**src/rtl/vga_term_ctrl.sv**
```systemverilog
// Write-side controller for the VGA text terminal character buffer: cursor, control codes, wrap, scroll, clears.
// Optional macro TERM_TAB_EN adds the TAB state (0x09 blanks up to the next multiple-of-8 column).
module vga_term_ctrl #(
  parameter int         term_w = 70,
  parameter int         term_h = 30,
  parameter logic [7:0] blank  = 8'h20
) (
  input  logic        clk_50M,
  input  logic        rst_n,
  input  logic        in_valid,
  input  logic [7:0]  in_char,
  output logic        in_ready,
  input  logic        clr,
  output logic        wr_en,
  output logic [11:0] wr_addr,
  output logic [7:0]  wr_data,
  output logic [11:0] scroll_base,
  output logic [4:0]  cur_row,
  output logic [6:0]  cur_col,
  output logic        busy
);

  localparam int          N       = term_w * term_h;
  localparam logic [11:0] N_M1    = 12'(N - 1);
  localparam logic [11:0] W_A     = 12'(term_w);
  localparam logic [6:0]  COL_MAX = 7'(term_w - 1);
  localparam logic [4:0]  ROW_MAX = 5'(term_h - 1);

`ifdef TERM_TAB_EN
  typedef enum logic [1:0] {ST_IDLE, ST_CLR_LINE, ST_CLR_ALL, ST_TAB} state_t;
`else
  typedef enum logic [1:0] {ST_IDLE, ST_CLR_LINE, ST_CLR_ALL} state_t;
`endif

  state_t      state_q, state_d;
  logic [11:0] line_addr, line_addr_d;
  logic [11:0] sb_d;
  logic [11:0] cnt, cnt_d;
  logic [4:0]  row_d;
  logic [6:0]  col_d;
  logic        wr_en_d;
  logic [11:0] wr_addr_d;
  logic [7:0]  wr_data_d;
  logic        adv;
  logic        nl;
  logic [7:0]  adv_char;
`ifdef TERM_TAB_EN
  logic        tab;
`endif

  function automatic logic [11:0] add_mod(input logic [11:0] a, input logic [11:0] b);
    logic [12:0] s;
    s = {1'b0, a} + {1'b0, b};
    if (s >= 13'(N)) s = s - 13'(N);
    return s[11:0];
  endfunction

  function automatic logic is_print(input logic [7:0] c);
    return (c >= 8'h20) && (c <= 8'h7E);
  endfunction

  always_ff @(posedge clk_50M or negedge rst_n) begin
    if (!rst_n) state_q <= ST_CLR_ALL;
    else        state_q <= state_d;
  end

  // line_addr tracks (scroll_base + cur_row*term_w) mod N so no multiplier is needed
  always_comb begin
    state_d     = state_q;
    row_d       = cur_row;
    col_d       = cur_col;
    line_addr_d = line_addr;
    sb_d        = scroll_base;
    cnt_d       = cnt;
    wr_en_d     = 1'b0;
    wr_addr_d   = wr_addr;
    wr_data_d   = wr_data;
    adv         = 1'b0;
    nl          = 1'b0;
    adv_char    = blank;
`ifdef TERM_TAB_EN
    tab         = 1'b0;
`endif
    case (state_q)
      ST_IDLE: begin
        if (clr) begin
          state_d = ST_CLR_ALL;
          cnt_d   = '0;
        end else if (in_valid) begin
          if (is_print(in_char)) begin
            adv      = 1'b1;
            adv_char = in_char;
          end else if (in_char == 8'h0A) begin
            nl = 1'b1;
          end else if (in_char == 8'h0D) begin
            col_d = '0;
          end else if (in_char == 8'h08) begin
            if (cur_col != '0) col_d = cur_col - 7'd1;
`ifdef TERM_TAB_EN
          end else if (in_char == 8'h09) begin
            adv = 1'b1;
            tab = 1'b1;
`endif
          end
        end
      end
      ST_CLR_LINE: begin
        wr_en_d   = 1'b1;
        wr_addr_d = line_addr + cnt;
        wr_data_d = blank;
        cnt_d     = cnt + 12'd1;
        if (cnt == W_A - 12'd1) state_d = ST_IDLE;
      end
      ST_CLR_ALL: begin
        wr_en_d   = 1'b1;
        wr_addr_d = cnt;
        wr_data_d = blank;
        cnt_d     = cnt + 12'd1;
        if (cnt == N_M1) begin
          state_d     = ST_IDLE;
          row_d       = '0;
          col_d       = '0;
          line_addr_d = '0;
          sb_d        = '0;
          cnt_d       = '0;
        end
      end
`ifdef TERM_TAB_EN
      ST_TAB: begin
        adv = 1'b1;
        tab = 1'b1;
      end
`endif
      default: state_d = ST_CLR_ALL;
    endcase

    if (adv) begin
      wr_en_d   = 1'b1;
      wr_addr_d = line_addr + {5'd0, cur_col};
      wr_data_d = adv_char;
      if (cur_col < COL_MAX) begin
        col_d = cur_col + 7'd1;
`ifdef TERM_TAB_EN
        if (tab) state_d = (col_d[2:0] == 3'd0) ? ST_IDLE : ST_TAB;
`endif
      end else begin
        nl = 1'b1;
      end
    end

    // At the bottom line the new line_addr equals the old scroll_base, i.e. the line being cleared
    if (nl) begin
      col_d       = '0;
      line_addr_d = add_mod(line_addr, W_A);
      if (cur_row < ROW_MAX) begin
        row_d   = cur_row + 5'd1;
        state_d = ST_IDLE;
      end else begin
        sb_d    = add_mod(scroll_base, W_A);
        cnt_d   = '0;
        state_d = ST_CLR_LINE;
      end
    end
  end

  always_ff @(posedge clk_50M or negedge rst_n) begin
    if (!rst_n) begin
      cur_row     <= '0;
      cur_col     <= '0;
      line_addr   <= '0;
      scroll_base <= '0;
      cnt         <= '0;
      wr_en       <= 1'b0;
      wr_addr     <= '0;
      wr_data     <= blank;
    end else begin
      cur_row     <= row_d;
      cur_col     <= col_d;
      line_addr   <= line_addr_d;
      scroll_base <= sb_d;
      cnt         <= cnt_d;
      wr_en       <= wr_en_d;
      wr_addr     <= wr_addr_d;
      wr_data     <= wr_data_d;
    end
  end

  always_comb begin
    busy     = (state_q != ST_IDLE);
    in_ready = (state_q == ST_IDLE) && !clr;
  end

endmodule
```
**config.mk**
```make
export PLATFORM = sky130hd
export DESIGN_NAME = vga_term_ctrl
export DESIGN_NICKNAME = d
export VERILOG_FILES = /design/src/rtl/vga_term_ctrl.sv
export SDC_FILE = /design/constraint.sdc
export NUM_CORES = 1
export LEC_CHECK = 0
export BUFFER_PORTS_ARGS = -buffer_cell sky130_fd_sc_hd__buf_2
export CORE_AREA = 3 3 132 108
export CTS_CLUSTER_DIAMETER = 40
export DETAILED_ROUTE_END_ITERATION = 8
export DIE_AREA = 0 0 135 111
export PLACE_DENSITY_LB_ADDON = 0.12
export SLEW_MARGIN = 40
export SYNTH_ARGS = -nofsm -noshare
export SYNTH_HDL_FRONTEND = slang
export SYNTH_SLANG_ARGS = --single-unit
```
**constraint.sdc**
```tcl
create_clock -name clk_50M -period 3.3 [get_ports clk_50M]
set_input_delay 0.66 -clock clk_50M [delete_from_list [all_inputs] [get_ports clk_50M]]
set_output_delay 0.66 -clock clk_50M [all_outputs]
set_load 0.02 [all_outputs]
```
==> results.md <==
* Status: finished clean
* Hold Path Class: input port to async pin
* Placer congestion estimate at 0.937
* Drt drc at 0
* Final worst slack at about 0.27 ns
* Leading area contributor after synthesis: dfrtp_1
* P per Cell Area at slightly above 700 nW/um2
* Crit path max-delay family: compound AO/OA/AOI/OAI gates
* Place WS at 0.215 ns
* Final WL at 17000 um
* Top post-synthesis cells by area: dfrtp_1 (29%), ha_1 (6.9%), nor2_1 (4.6%), o21ai_0 (4.5%), a21oi_1 (3.9%)
* Core Area at about 13000 um2
* Die W at ~140 um
* Synth Instances at between 700 and 800
* Synthesized net count at 752
* Period utilisation layout at 91.9%
* Final Total Pwr at ~0.0048 W
* ANT nets after route at 0
* Routed vias/inst at 6.02
* Vert. Die Dim at 111 um
* Via count at 5713
* Vias in the first global route at 5262
* Slew @ Worst Pin at 0.817 ns
* Slew Viols, Final at 0
* Peak VDD IR at 0.301 mV
* Post-synth EDFFs at 0
* First-pass DRT Iterations at 5
* Worst path slowest cell: dfrtp_1
* Routed len/inst at 17.9 um
* H-tree depth at 3
* Worst EP arrival at 3.23 ns
* Antenna violations before repair at 0
* Max Clock Freq at 330 MHz
* Data required, critical path at 3.50 ns
* Final Skew at 0.00964 ns
* Slew HR at 45.5%
* Largest net degree at the start of global routing at slightly above 70
* IO buf count at 58
* Area grow syn2layout at 14.9%
* Syn Area/Cell at 8.25 um2
* Setup TNS at 0 ns
* Final nets at 813
* Crit path max fanout at 10
* Mapped Area at 5840 um2
* Clk buf depth at 2
* Initial DRC count at 620
* Critical-path cell list: o2111ai_4 -> a221oi_1 -> a2bb2oi_1 -> nor4_4 -> buf_4 -> a21oi_1 -> o211ai_1 -> mux2i_1 -> o221ai_1
* Setup crit start kind: flop
* Clock-pin transition on the worst setup and hold timing paths at 0.06 ns
* Final setup violation count at 0
* Sequential-to-total area share from yosys stat at 30.0%
* First-pass GRT wire length at 27900 um
* CTS sink cnt at 70
* ANT cells at 0
* Post-CTS Setup Inserts at 0
* # IOs at 59
* #FFs+latches synth at 70
* Crit path buffers/inverters at 1
* Synth warn at 0
* Total gr overflow at 0
* Die area at 15000 um2
* Ys flop type: dfrtp_1
* Minimum clock period at 3.03 ns
* Global Route Usage Sum at 22.8%
* Async SR Flop Fraction at 100%
* Starting Density at 45.2%
* Num CTS Buffers at 9
* P_leak at 3.03 nW
* Final Hold Fails at 0
* Count of cell types in the netlist at 88
* Cell Rows at 37
* Share of layout cells above drive strength 1 at 17.4%
* Crit path kind: flop to flop
* Yosys top cell area share at 29.1%
* RSZ-0062 raised after global routing: false
* Detailed Place HPWL at 12400 um
* Clock Latency Late Sink at roughly 0.35 ns
* CTS tree: yes
* CP endpoint kind: flop
* MaxCap Viol Count at 0
* Clk root buf: clkbuf_16
* Largest stage delay on the critical path at 0.62 ns
## through the flow
stage | hold slack, ns | std cells | util [%] | area, um2
6_report | 0.432 | 949 | 52.0 | 6720
5_1_grt | 0.487 | 949 | 52.0 | 6720
4_1_cts | 0.453 | 949 | 52.0 | 6720
3_5_place_dp | 0.480 | 933 | 49.5 | 6390
3_3_place_gp | 0.468 | 933 | 49.4 | 6390
2_1_floorplan | 0.364 | 708 | - | 5840
## cells in the final DEF, fill, tap and decap left out, types with 4 or more instances in the layout
cell type,n
mux2i_1,13
nand3b_1,4
clkbuf_16,9
xnor2_1,18
dfrtp_1,68
nor3_1,19
a21oi_1,45
inv_1,33
ha_1,31
and3_1,13
buf_2,58
nand2_1,57
o31ai_1,7
nor4_1,7
nand3_1,24
nor2_1,72
or3_1,7
xor2_1,11
o211ai_1,6
o211a_1,4
a31oi_1,11
nor3b_1,8
nand4_1,11
o21ai_0,52
nand2b_1,13
or2_2,5
o22ai_1,6
and2_1,4
a2bb2oi_1,5
a211oi_1,14
a21o_1,9
buf_4,29
## sequential cells by signal, indices dropped and copies added (netlist names)
signal / count
cur_col: 7
scroll_base: 12
cnt: 12
state_q: 2
wr_addr: 12
line_addr: 11
wr_data: 8
cur_row: 5
wr_en: 1
## Yosys cell counts, drive strengths merged, types with 8 or more instances
cell	n
a211oi	16
a21o	9
a21oi	45
a31oi	11
and3	13
buf	14
clkbuf	24
dfrtp	68
ha	32
inv	33
mux2i	13
nand2	57
nand2b	13
nand3	24
nand4	11
nor2	72
nor3	20
nor3b	9
nor4	9
o21ai	55
or3	8
xnor2	18
xor2	11
## worst register-to-register path, delay by kind of cell (launching register included)
kind            cells  cell delay (ns)
buf+inv             1             0.19
compound gates      6             1.80
flops               1             0.62
mux                 1             0.19
simple gates        1             0.08
## kinds of logic (layout without fill, tap and decap cells)
kind of cell / count (synthesis) / in the layout / synth area share [%]
adders and majority gates: 33 / 33 / 7.02
and+or+nand+nor: 269 / 269 / 24.3
muxes: 17 / 17 / 3.06
buffers and inverters: 71 / 137 / 5.50
DFF: 70 / 70 / 30.0
xor gates and xnor gates: 29 / 29 / 4.35
AOI/OAI and AO/OA: 219 / 219 / 25.8
## power breakdown
part	total [W]	switching, W	internal (W)
Sequential	0.00142	0.000353	0.00107
Combinational	0.00233	0.00142	0.000910
Clock	0.00106	0.000381	0.000684
## layer usage
| layer | up-vias | global-route usage, % | wire length [um] |
|---|---|---|---|
| met5 | - | 0 | 0 |
| met1 | 2759 | 35.0 | 8500 |
| met4 | 0 | 4.84 | 145 |
| met2 | 192 | 32.3 | 7200 |
| met3 | 10 | 5.54 | 1160 |
| li1 | 2752 | - | - |
## area by class of cell
class / instances / area (um2)
fillers: 1221 / 6200
clock buffers: 11 / 243
multi-input cells: 567 / 3780
repair buffers: 88 / 519
well taps: 175 / 219
flip-flops and latches: 70 / 1750
inverters: 33 / 124
clock inverters: 5 / 82.6
## final timing paths
check	from	endpoint	slack (ns)	cells after the start
setup / recovery	line_addr[3]$_DFFE_PN0P_	line_addr[7]$_DFFE_PN0P_	0.27	9
hold / removal	rst_n	wr_en$_DFF_PN0_	0.43	2
setup reg to reg	line_addr[3]$_DFFE_PN0P_	line_addr[7]$_DFFE_PN0P_	0.27	9
hold reg to reg	wr_data[6]$_DFFE_PN0P_	wr_data[6]$_DFFE_PN0P_	0.50	2
max in group asynchronous	rst_n	scroll_base[4]$_DFF_PN0_	2.40	2
min in group clk_50M	wr_data[6]$_DFFE_PN0P_	wr_data[6]$_DFFE_PN0P_	0.50	2
## timing repair
action | in CTS | in global routing
endpoints found under the setup margin | 0 | 1
gates resized for setup | 0 | 1
hold buffers | 0 | 0
No activity file was read; power rests on OpenSTA's default activity.
